--- src/rtl/pwr_seq_ctrl_pkg.sv ---
// Shared definitions for the power sequencer: state codes, state width and
// default sequencing parameters.
package pwr_seq_ctrl_pkg;

  localparam int STATE_W        = 3;
  localparam int DEF_RAIL_NUM   = 4;
  localparam int DEF_PG_TIMEOUT = 255;
  localparam int DEF_STEP_DLY   = 15;
  localparam int DEF_RST_DLY    = 63;

  typedef enum logic [STATE_W-1:0] {
    ST_IDLE      = 3'd0,
    ST_RAIL_ON   = 3'd1,
    ST_WAIT_PG   = 3'd2,
    ST_STEP_WAIT = 3'd3,
    ST_RST_DLY   = 3'd4,
    ST_RUN       = 3'd5,
    ST_RAIL_OFF  = 3'd6,
    ST_FAULT     = 3'd7
  } seq_state_e;

  function automatic logic [7:0] timer_next(input logic [7:0] t);
    return (t == 8'hFF) ? t : t + 8'd1;
  endfunction

endpackage

--- src/rtl/pwr_seq_sync.sv ---
// Two-flop synchronizer bringing the asynchronous per-rail power-good pins
// into the sequencer clock domain.
module pwr_seq_sync #(
  parameter int WIDTH = 4
) (
  input  logic             clk,
  input  logic             rst_n,
  input  logic [WIDTH-1:0] d,
  output logic [WIDTH-1:0] q
);

  logic [WIDTH-1:0] meta_q;
  logic [WIDTH-1:0] sync_q;

  always_ff @(posedge clk or negedge rst_n) begin
    if (!rst_n) begin
      meta_q <= '0;
      sync_q <= '0;
    end else begin
      meta_q <= d;
      sync_q <= meta_q;
    end
  end

  assign q = sync_q;

endmodule

--- src/rtl/pwr_seq_ctrl.sv ---
// Power rail sequencer: enables rails in ascending order gated by power-good,
// releases platform reset after a delay, and unwinds rails in reverse on off.
module pwr_seq_ctrl
  import pwr_seq_ctrl_pkg::*;
#(
  parameter int RAIL_NUM   = DEF_RAIL_NUM,
  parameter int PG_TIMEOUT = DEF_PG_TIMEOUT,
  parameter int STEP_DLY   = DEF_STEP_DLY,
  parameter int RST_DLY    = DEF_RST_DLY
) (
  input  logic                i_InitialSoc,
  input  logic                i_SbyReset_n,
  input  logic                i_PwrOnReq,
  input  logic [RAIL_NUM-1:0] i_RailPG,
  output logic [RAIL_NUM-1:0] o_RailEn,
  output logic                o_PltRst_n,
  output logic                o_PwrFault,
  output logic [STATE_W-1:0]  o_SeqState
);

  localparam int IDX_W = (RAIL_NUM > 1) ? $clog2(RAIL_NUM) : 1;
  localparam logic [IDX_W-1:0] LAST_IDX = IDX_W'(RAIL_NUM - 1);
  localparam logic [7:0] PG_TO_T = 8'(PG_TIMEOUT);
  localparam logic [7:0] STEP_T  = 8'(STEP_DLY);
  localparam logic [7:0] RST_T   = 8'(RST_DLY);

  seq_state_e          state_q, state_d;
  logic [7:0]          timer_q, timer_d;
  logic [IDX_W-1:0]    idx_q, idx_d, idx_dec;
  logic [RAIL_NUM-1:0] rail_en_q, rail_en_d;
  logic                plt_rst_n_q, plt_rst_n_d;
  logic                pwr_fault_q, pwr_fault_d;
  logic                step_restart;
  logic [RAIL_NUM-1:0] pg;
  logic [RAIL_NUM-1:0] confirmed;
  logic                confirmed_lost;
  logic                enabled_lost;

  pwr_seq_sync #(
    .WIDTH(RAIL_NUM)
  ) u_pg_sync (
    .clk  (i_InitialSoc),
    .rst_n(i_SbyReset_n),
    .d    (i_RailPG),
    .q    (pg)
  );

  // Rails already proven good while the sequence is still climbing.
  always_comb begin
    confirmed = '0;
    for (int i = 0; i < RAIL_NUM; i++) begin
      if (state_q == ST_WAIT_PG) begin
        confirmed[i] = (i < int'(idx_q));
      end else if (state_q == ST_STEP_WAIT) begin
        confirmed[i] = (i <= int'(idx_q));
      end
    end
  end

  assign confirmed_lost = |(confirmed & rail_en_q & ~pg);
  assign enabled_lost   = |(rail_en_q & ~pg);
  assign idx_dec        = idx_q - 1'b1;

  always_comb begin
    state_d      = state_q;
    idx_d        = idx_q;
    rail_en_d    = rail_en_q;
    plt_rst_n_d  = plt_rst_n_q;
    pwr_fault_d  = pwr_fault_q;
    step_restart = 1'b0;

    unique case (state_q)
      ST_IDLE: begin
        rail_en_d   = '0;
        plt_rst_n_d = 1'b0;
        idx_d       = '0;
        if (i_PwrOnReq) state_d = ST_RAIL_ON;
      end

      ST_RAIL_ON: begin
        rail_en_d[idx_q] = 1'b1;
        state_d          = ST_WAIT_PG;
      end

      ST_WAIT_PG: begin
        if (confirmed_lost || timer_q == PG_TO_T) begin
          state_d     = ST_FAULT;
          rail_en_d   = '0;
          plt_rst_n_d = 1'b0;
          pwr_fault_d = 1'b1;
        end else if (!i_PwrOnReq) begin
          state_d          = ST_RAIL_OFF;
          rail_en_d[idx_q] = 1'b0;
          plt_rst_n_d      = 1'b0;
        end else if (pg[idx_q]) begin
          state_d = (idx_q == LAST_IDX) ? ST_RST_DLY : ST_STEP_WAIT;
        end
      end

      ST_STEP_WAIT: begin
        if (confirmed_lost) begin
          state_d     = ST_FAULT;
          rail_en_d   = '0;
          plt_rst_n_d = 1'b0;
          pwr_fault_d = 1'b1;
        end else if (!i_PwrOnReq) begin
          state_d          = ST_RAIL_OFF;
          rail_en_d[idx_q] = 1'b0;
          plt_rst_n_d      = 1'b0;
        end else if (timer_q == STEP_T) begin
          idx_d   = idx_q + 1'b1;
          state_d = ST_RAIL_ON;
        end
      end

      ST_RST_DLY: begin
        if (!i_PwrOnReq) begin
          state_d          = ST_RAIL_OFF;
          rail_en_d[idx_q] = 1'b0;
          plt_rst_n_d      = 1'b0;
        end else if (timer_q == RST_T) begin
          state_d     = ST_RUN;
          plt_rst_n_d = 1'b1;
        end
      end

      ST_RUN: begin
        if (enabled_lost) begin
          state_d     = ST_FAULT;
          rail_en_d   = '0;
          plt_rst_n_d = 1'b0;
          pwr_fault_d = 1'b1;
        end else if (!i_PwrOnReq) begin
          state_d          = ST_RAIL_OFF;
          rail_en_d[idx_q] = 1'b0;
          plt_rst_n_d      = 1'b0;
        end
      end

      // Shutdown always completes; the timer restarts after each rail drops.
      ST_RAIL_OFF: begin
        plt_rst_n_d = 1'b0;
        if (timer_q == STEP_T) begin
          if (idx_q == '0) begin
            state_d = ST_IDLE;
          end else begin
            idx_d              = idx_dec;
            rail_en_d[idx_dec] = 1'b0;
            step_restart       = 1'b1;
          end
        end
      end

      ST_FAULT: begin
        rail_en_d   = '0;
        plt_rst_n_d = 1'b0;
        if (!i_PwrOnReq) begin
          state_d     = ST_IDLE;
          pwr_fault_d = 1'b0;
        end
      end

      default: state_d = ST_IDLE;
    endcase

    timer_d = (state_d != state_q || step_restart) ? 8'd0 : timer_next(timer_q);
  end

  always_ff @(posedge i_InitialSoc or negedge i_SbyReset_n) begin
    if (!i_SbyReset_n) begin
      state_q     <= ST_IDLE;
      timer_q     <= 8'd0;
      idx_q       <= '0;
      rail_en_q   <= '0;
      plt_rst_n_q <= 1'b0;
      pwr_fault_q <= 1'b0;
    end else begin
      state_q     <= state_d;
      timer_q     <= timer_d;
      idx_q       <= idx_d;
      rail_en_q   <= rail_en_d;
      plt_rst_n_q <= plt_rst_n_d;
      pwr_fault_q <= pwr_fault_d;
    end
  end

  assign o_RailEn   = rail_en_q;
  assign o_PltRst_n = plt_rst_n_q;
  assign o_PwrFault = pwr_fault_q;
  assign o_SeqState = state_q;

endmodule

--- config.mk ---
export PLATFORM = sky130hd
export DESIGN_NAME = pwr_seq_ctrl
export DESIGN_NICKNAME = d
export VERILOG_FILES = /design/src/rtl/pwr_seq_ctrl_pkg.sv /design/src/rtl/pwr_seq_sync.sv /design/src/rtl/pwr_seq_ctrl.sv
export SDC_FILE = /design/constraint.sdc
export NUM_CORES = 1
export LEC_CHECK = 0
export CORE_UTILIZATION = 41
export DETAILED_ROUTE_END_ITERATION = 12
export PLACE_DENSITY = 0.6
export SETUP_SLACK_MARGIN = 0.5
export SYNTH_ARGS = -nofsm -noshare
export SYNTH_HDL_FRONTEND = slang
export SYNTH_SLANG_ARGS = --single-unit
--- constraint.sdc ---
create_clock -name i_InitialSoc -period 4.4 [get_ports i_InitialSoc]
set_input_delay 0.88 -clock i_InitialSoc [delete_from_list [all_inputs] [get_ports i_InitialSoc]]
set_output_delay 0.88 -clock i_InitialSoc [all_outputs]
set_load 0.02 [all_outputs]
# Word-level counts from Yosys, hierarchy flattened
# Index checks and enable logic that the tools add are counted.
# W data, S select, Z words.
[word_totals]
elab_cells = 130
output_inout_bits = 9
register_bits = 27
inputBits = 7
[op_classes]
order_cmp = 10
n_bitwise = 9
reduce_logical = 17
n_eq_ne = 23
muxes = 60
n_addsub = 3
[ops]
columns = ["op", "count"]
rows = [
  ["$mux W3", 15],
  ["$pmux W4 S7", 1],
  ["$mux W1", 24],
  ["$mux W4", 6],
  ["$pmux W3 S8", 1],
  ["$and A4 B4 Y4", 5],
  ["$mux W8", 2],
  ["$ne A2 B2 Y1 const B", 8],
  ["$eq A3 B3 Y1 const B", 4],
  ["$not A4 Y4", 3],
  ["$mux W2", 5],
  ["$add A8 B1 Y8 const B", 1],
  ["$eq A8 B4 Y1 const B", 1],
  ["$eq A8 B6 Y1 const B", 1],
  ["$eq A8 B8 Y1 const B", 1],
  ["$reduce_or A4 Y1", 2],
  ["$eq A3 B2 Y1 const B", 2],
  ["$lt A2 B3 Y1 const B", 2],
  ["$pmux W2 S3", 1],
  ["$reduce_and A6 Y1", 1],
  ["$pmux W1 S5", 1],
  ["$reduce_and A5 Y1", 1],
  ["$reduce_bool A5 Y1", 1],
  ["$demux W1 S2", 2],
  ["other kinds (24)", 31],
]

# Longest topological paths before layout
[logic_depth]
ltp_word = 12
ltp_mapped = 8
depth_no_buf = 8

# Cells and area by module
# Synthesis repeated with hierarchy kept, for this count alone.
[hier_totals]
cells_unflattened = 191
hier_area_um2 = 1761.7
[modules_own_cells]
columns = ["module", "cells_each", "area_each_um2", "n_inst", "seq_area_each_um2"]
rows = [
  ["pwr_seq_ctrl", 183, 1561.5, 1, 475.5],
  ["pwr_seq_sync", 8, 200.2, 1, 200.2],
]

# Least setup slack after synthesis
# Ideal clock, no wire load.
[synth_path]
path_kind = "register to register"
from = "register idx_q[1]"
to = "register idx_q[1]"
required_ns = 4.272
setup_ns = 0.128
synth_period_minus_slack_ns = 2.297
path_slack_ns = 2.103
t_arrival_ns = 2.170
path_stages_with_launch = 8
path_buffers = 0
cell_sequence = "dfrtp_1 ha_1 and3b_1 or3_4 nor4_4 a21oi_1 o21ai_1 mux2_1"
[synth_via]
elab_chain_cells = 8
word_cells_on_any_way = 28
cone_classes = "2 x add/sub; 6 x order compare; 2 x eq/ne; 13 x mux; 2 x bitwise; 3 x reduce/logical"
[synth_lines]
columns = ["item", "line", "source"]
rows = [
  ["start, declared", "pwr_seq_ctrl.sv:29", "logic [IDX_W-1:0] idx_q, idx_d, idx_dec;"],
  ["start signal, assigned", "pwr_seq_ctrl.sv:180", "idx_q <= idx_d;"],
  ["$le A1 B2 Y1 or $le A2 B2 Y1 (tied branches)", "pwr_seq_ctrl.sv:55", "confirmed[i] = (i <= int'(idx_q));"],
  ["$mux W1", "pwr_seq_ctrl.sv:54", "end else if (state_q == ST_STEP_WAIT) begin"],
  ["$mux W1", "pwr_seq_ctrl.sv:52", "if (state_q == ST_WAIT_PG) begin"],
  ["$and A4 B4 Y4 (2 in series)", "pwr_seq_ctrl.sv:60", "assign confirmed_lost = |(confirmed & rail_en_q & ~pg);"],
  ["$reduce_or A4 Y1", "pwr_seq_ctrl.sv:60", ""],
  ["$ne A2 B2 Y1 (no source line)", "n/a", ""],
  ["$reduce_and A6 Y1 (no source line)", "n/a", ""],
]
# Several ways; a longest one is shown, not always the timed one. The select of a mux whose other input is x is not followed.
# A chain may end at the register's enable or synchronous reset.

# Final worst setup path
[layout_path]
from = "register state_q[1], in the netlist o_SeqState[1]"
to = "output port o_SeqState[1]"
[layout_rtl]
columns = ["item", "line", "source"]
rows = [
  ["start, declared", "pwr_seq_ctrl.sv:27", "seq_state_e state_q, state_d;"],
  ["start signal, assigned", "pwr_seq_ctrl.sv:178", "state_q <= state_d;"],
  ["end, declared", "pwr_seq_ctrl.sv:18", "output logic [STATE_W-1:0] o_SeqState"],
]
# No word-level cell between the ends.

==> impl.org <==
** Placement
- Including well taps, the total number of placed cells is 264.
- Worst slack after detailed placement :: 1.49 ns
- Detailed placement HPWL :: 3.52 mm
- Routability-driven placement finished with a final weighted congestion of 0.925.
- The count of buffers added on input and output ports is 15.

** STA
- The total count of hold-check failures in the final report is 0.
- Number of max-slew violations in the final report :: 0
- Hold timing on the final database bottoms out at a slack of 0.358 ns.
- In the post-route analysis, the smallest setup slack over all paths is 1.65 ns.
- Setup total negative slack on the finished layout was measured at 0 ns.
- Between clock sinks in the finished design, the worst skew comes to 0.00254 ns.
- After layout, the minimum clock period comes to 2.75 ns.
- Crit share post-route :: 0.625
- Transition time at the pin with the least slew margin :: 0.760 ns
- Final setup violation count :: 0
- Measured against its own limit, the worst slew margin works out to 0.494.
- Timing-limited maximum frequency :: 364 MHz
- Setup repair after global routing left no endpoint under its margin.

** Yosys
- Sorting the synthesized cells by area gives the leading types as sky130_fd_sc_hd__dfrtp_1, sky130_fd_sc_hd__ha_1, sky130_fd_sc_hd__nand3_1.
- The number of nets handed over by synthesis was 218.
- Seq/Total Area, Yosys :: 0.346
- The most used flip-flop cell after synthesis is sky130_fd_sc_hd__dfrtp_1.
- Most area-hungry cell type in the Yosys netlist :: sky130_fd_sc_hd__dfrtp_1
- Mean post-synth cell area :: 9.52 um2
- During synthesis, Yosys emitted a total of 0 warnings.
- Area fraction of the dominant cell type after synthesis :: 0.346
- Post-synthesis instance area :: 1950 um2
- Synthesis-stage register bit count :: 27
- Counting flops with an async set or reset pin after synthesis yields a share of 1.00.
- Count of mapped cells out of synthesis :: 205
- Post-synth EDFFs :: 0
- The synthesized netlist contains 67 unique library cells.

** Cells and area
- Layout cell share with drive strength beyond 1 :: 0.125
- Measured on the finished design, the core utilization comes to 0.481.
- Footprint of the multi-input gates :: 1170 um2
- Area growth syn-to-layout :: 10.2%
- Count of antenna diodes in the layout :: 0
- Final net count :: 230
- In the final layout, flip-flops and latches occupy 676 um2.
- The finished layout holds 268 standard cells, fillers aside.
- Fill cells in the final layout number 421.

** Global routing
- The via count of the first global-routing pass is 1,555.
- In the global route stage, overall resource usage came out at 0.205.
- The initial antenna violation count was 0.
- The first global-routing pass estimated 7.96 mm of wire.
- Total congestion overflow after global routing :: 0
- Entering global routing, the biggest net connects 28 pins.

** Floorplan
- After floorplanning, the core was divided into 24 placement rows.
- Die area :: 5040 um2
- For this configuration, the core starts out at a cell density of 0.436.
- Measured along the x axis, the die boundary spans 71.0 um.
- Core region area :: 4470 um2
- 16 I/O pins were placed.
- Die H :: 71.0 um

** Setup path
- In this run the worst path has a maximum fanout of 24.
- The endpoint identified for the worst register-to-register timing path is o_PwrFault.
- Worst r2r src :: o_SeqState[1]
- On the worst path, the slowest cell contributes a delay of 0.85 ns.
- Data arrives at the worst endpoint at 1.87 ns.
- Endpoint kind of the worst setup timing path :: primary output
- Kind of cell with the highest combined delay on the critical path :: flip-flops
- Measured in cells, the most critical reg-to-reg path has a length of 6.
- Crit path kind :: flop to primary output
- Walking the worst path, the cells encountered are clkdlybuf4s50_1.
- Buffering stage count on the worst path with inverters included :: 1
- Req. time, crit path :: 3.52 ns
- In this run the register-to-register setup slack is 1.70 ns.
- Cell with the largest stage delay on the worst path :: sky130_fd_sc_hd__dfrtp_1
- Kind of start point of the critical path :: flop

** Clock network
- The longest clock path from root to sink contains 2 buffers.
- Clock latency on the worst-skew pair :: 0.28 ns
- In this run the post-CTS setup repair buffer count came out at 0.
- Hold buffers post-CTS :: 0
- TritonCTS clock tree :: yes
- H-tree lvl count :: 1
- Clock tree synthesis selected as its root buffer the cell sky130_fd_sc_hd__clkbuf_8.
- Inserted Clock Buffers :: 3
- CTS saw 27 sinks.
- After clock tree synthesis, the clock-pin slew on the worst setup and hold paths is 0.10 ns.
- # resized after CTS :: 0

** Status
- Run status :: complete, but fails checks
- Violations in the final reports :: DRC

** Detailed routing
- Total Routed Length :: 4.82 mm
- Number of DRC markers after the initial detailed-route iteration :: 159
- Summing over every cut layer, the via total after detailed routing is 1,710.
- Detail Route Antenna Nets :: 0
- Vias per std cell :: 6.38
- Total iterations of the first detailed-routing run :: 9
- Dividing the detail-routed wire length by the instance count gives 18.0 um.
- In the routed design, unresolved DRC markers number 2.

** Worst hold path
- The worst hold path terminates at u_pg_sync.q[0].
- Hold Crit Start :: u_pg_sync.meta_q[0]
- Along the worst hold path, the cell count comes to 0.
- The tightest min-delay check is of the flop to flop type.

** Power
- P_leak :: 0.846 nW
- Largest voltage drop on the vdd net :: 0.000303 V
- In this run the power density over the cells is 459 nW/um2.

** Job
- Max-cap violations in this run came to 0.
cell usage in the layout, fill, tap and decap left out, types with 2 or more instances in the layout:
master	n
sky130_fd_sc_hd__a21oi_2	3
sky130_fd_sc_hd__and2_1	3
sky130_fd_sc_hd__a21o_2	2
sky130_fd_sc_hd__nand3_1	15
sky130_fd_sc_hd__nor4_1	4
sky130_fd_sc_hd__nor3b_1	2
sky130_fd_sc_hd__a21o_1	4
sky130_fd_sc_hd__nor2_1	11
sky130_fd_sc_hd__and3_1	6
sky130_fd_sc_hd__nand4_1	6
sky130_fd_sc_hd__ha_1	6
sky130_fd_sc_hd__dfrtp_1	27
sky130_fd_sc_hd__nor4_4	2
sky130_fd_sc_hd__o21ai_0	13
sky130_fd_sc_hd__clkdlybuf4s50_1	15
sky130_fd_sc_hd__clkinv_1	2
sky130_fd_sc_hd__inv_1	6
sky130_fd_sc_hd__clkbuf_8	3
sky130_fd_sc_hd__nor3_1	11
sky130_fd_sc_hd__a31oi_1	6
sky130_fd_sc_hd__mux2i_1	4
sky130_fd_sc_hd__nand2_1	11
sky130_fd_sc_hd__a21oi_1	11
metal layers:
metal | global-route usage | vias up | share of wire
met5 | 0 | - | 0
met4 | 0.0711 | 0 | 0.013
met3 | 0.0299 | 6 | 0.051
met2 | 0.304 | 59 | 0.45
met1 | 0.305 | 839 | 0.48
li1 | - | 806 | -
through the flow:
step                      total power, W  cell area, um2
final                           0.000988            2150
after global routing             0.00106            2150
after CTS                       0.000992            2150
after detailed placement        0.000838            2100
after global placement          0.000824            2100
after floorplan                 0.000726            1950
synth_stat cells, types with 2 or more instances:
| master | number |
|---|---|
| sky130_fd_sc_hd__a21o_1 | 4 |
| sky130_fd_sc_hd__a21o_2 | 2 |
| sky130_fd_sc_hd__a21oi_1 | 11 |
| sky130_fd_sc_hd__a21oi_2 | 3 |
| sky130_fd_sc_hd__a31oi_1 | 6 |
| sky130_fd_sc_hd__and2_1 | 3 |
| sky130_fd_sc_hd__and3_1 | 6 |
| sky130_fd_sc_hd__clkbuf_1 | 3 |
| sky130_fd_sc_hd__clkbuf_8 | 3 |
| sky130_fd_sc_hd__clkinv_1 | 2 |
| sky130_fd_sc_hd__dfrtp_1 | 27 |
| sky130_fd_sc_hd__ha_1 | 6 |
| sky130_fd_sc_hd__inv_1 | 6 |
| sky130_fd_sc_hd__mux2i_1 | 4 |
| sky130_fd_sc_hd__nand2_1 | 11 |
| sky130_fd_sc_hd__nand3_1 | 15 |
| sky130_fd_sc_hd__nand4_1 | 6 |
| sky130_fd_sc_hd__nor2_1 | 11 |
| sky130_fd_sc_hd__nor3_1 | 11 |
| sky130_fd_sc_hd__nor3b_1 | 2 |
| sky130_fd_sc_hd__nor4_1 | 4 |
| sky130_fd_sc_hd__nor4_4 | 2 |
| sky130_fd_sc_hd__o21ai_0 | 13 |
worst max path at each step:
stage,cells after the start,endpoint,startpoint,slack (ns)
after global placement,7,timer_q[2],i_PwrOnReq,1.60
after floorplan,7,idx_q[1],idx_q[1],2.10
after detailed placement,7,timer_q[4],i_PwrOnReq,1.49
final,1,o_SeqState[1],o_SeqState[1],1.65
after global routing,6,o_PwrFault,o_SeqState[1],1.55
after CTS,1,o_SeqState[2],o_SeqState[2],1.65
cells by family (layout without fill, tap and decap cells):
kind of cell               after synthesis  in the layout  share of synthesized area
DFF                                     27             27                      0.346
adders and majority gates                7              7                     0.0436
AOI/OAI and AO/OA                       61             61                      0.237
muxes                                    6              6                     0.0378
and+or+nand+nor                         86             86                      0.279
buffers and inverters                   17             28                     0.0526
xor gates and xnor gates                 1              1                    0.00449
sequential cells by signal, indices dropped and copies added, names as in the netlist:
register	flops
timer_q	8
o_RailEn	4
u_pg_sync.meta_q	4
u_pg_sync.q	4
o_SeqState	3
idx_q	2
o_PltRst_n	1
o_PwrFault	1
where the power goes:
| group | switching (W) | leakage, nW | internal [W] | total [W] |
|---|---|---|---|---|
| sequential | 0.0000946 | 0.337 | 0.000297 | 0.000392 |
| clock | 0.0000861 | 0.0217 | 0.0000646 | 0.000151 |
| combinational | 0.000257 | 0.487 | 0.000189 | 0.000446 |
| total | 0.000438 | 0.846 | 0.000550 | 0.000988 |
layout make-up:
class,instances,area share
Multi-Input combinational cell,161,0.546
Clock inverter,1,0.00349
Timing Repair Buffer,16,0.0733
Tap cell,52,0.0303
Sequential cell,27,0.314
Inverter,8,0.0140
Clock buffer,3,0.0192
Note: power is estimated with default switching activity, not from simulation.
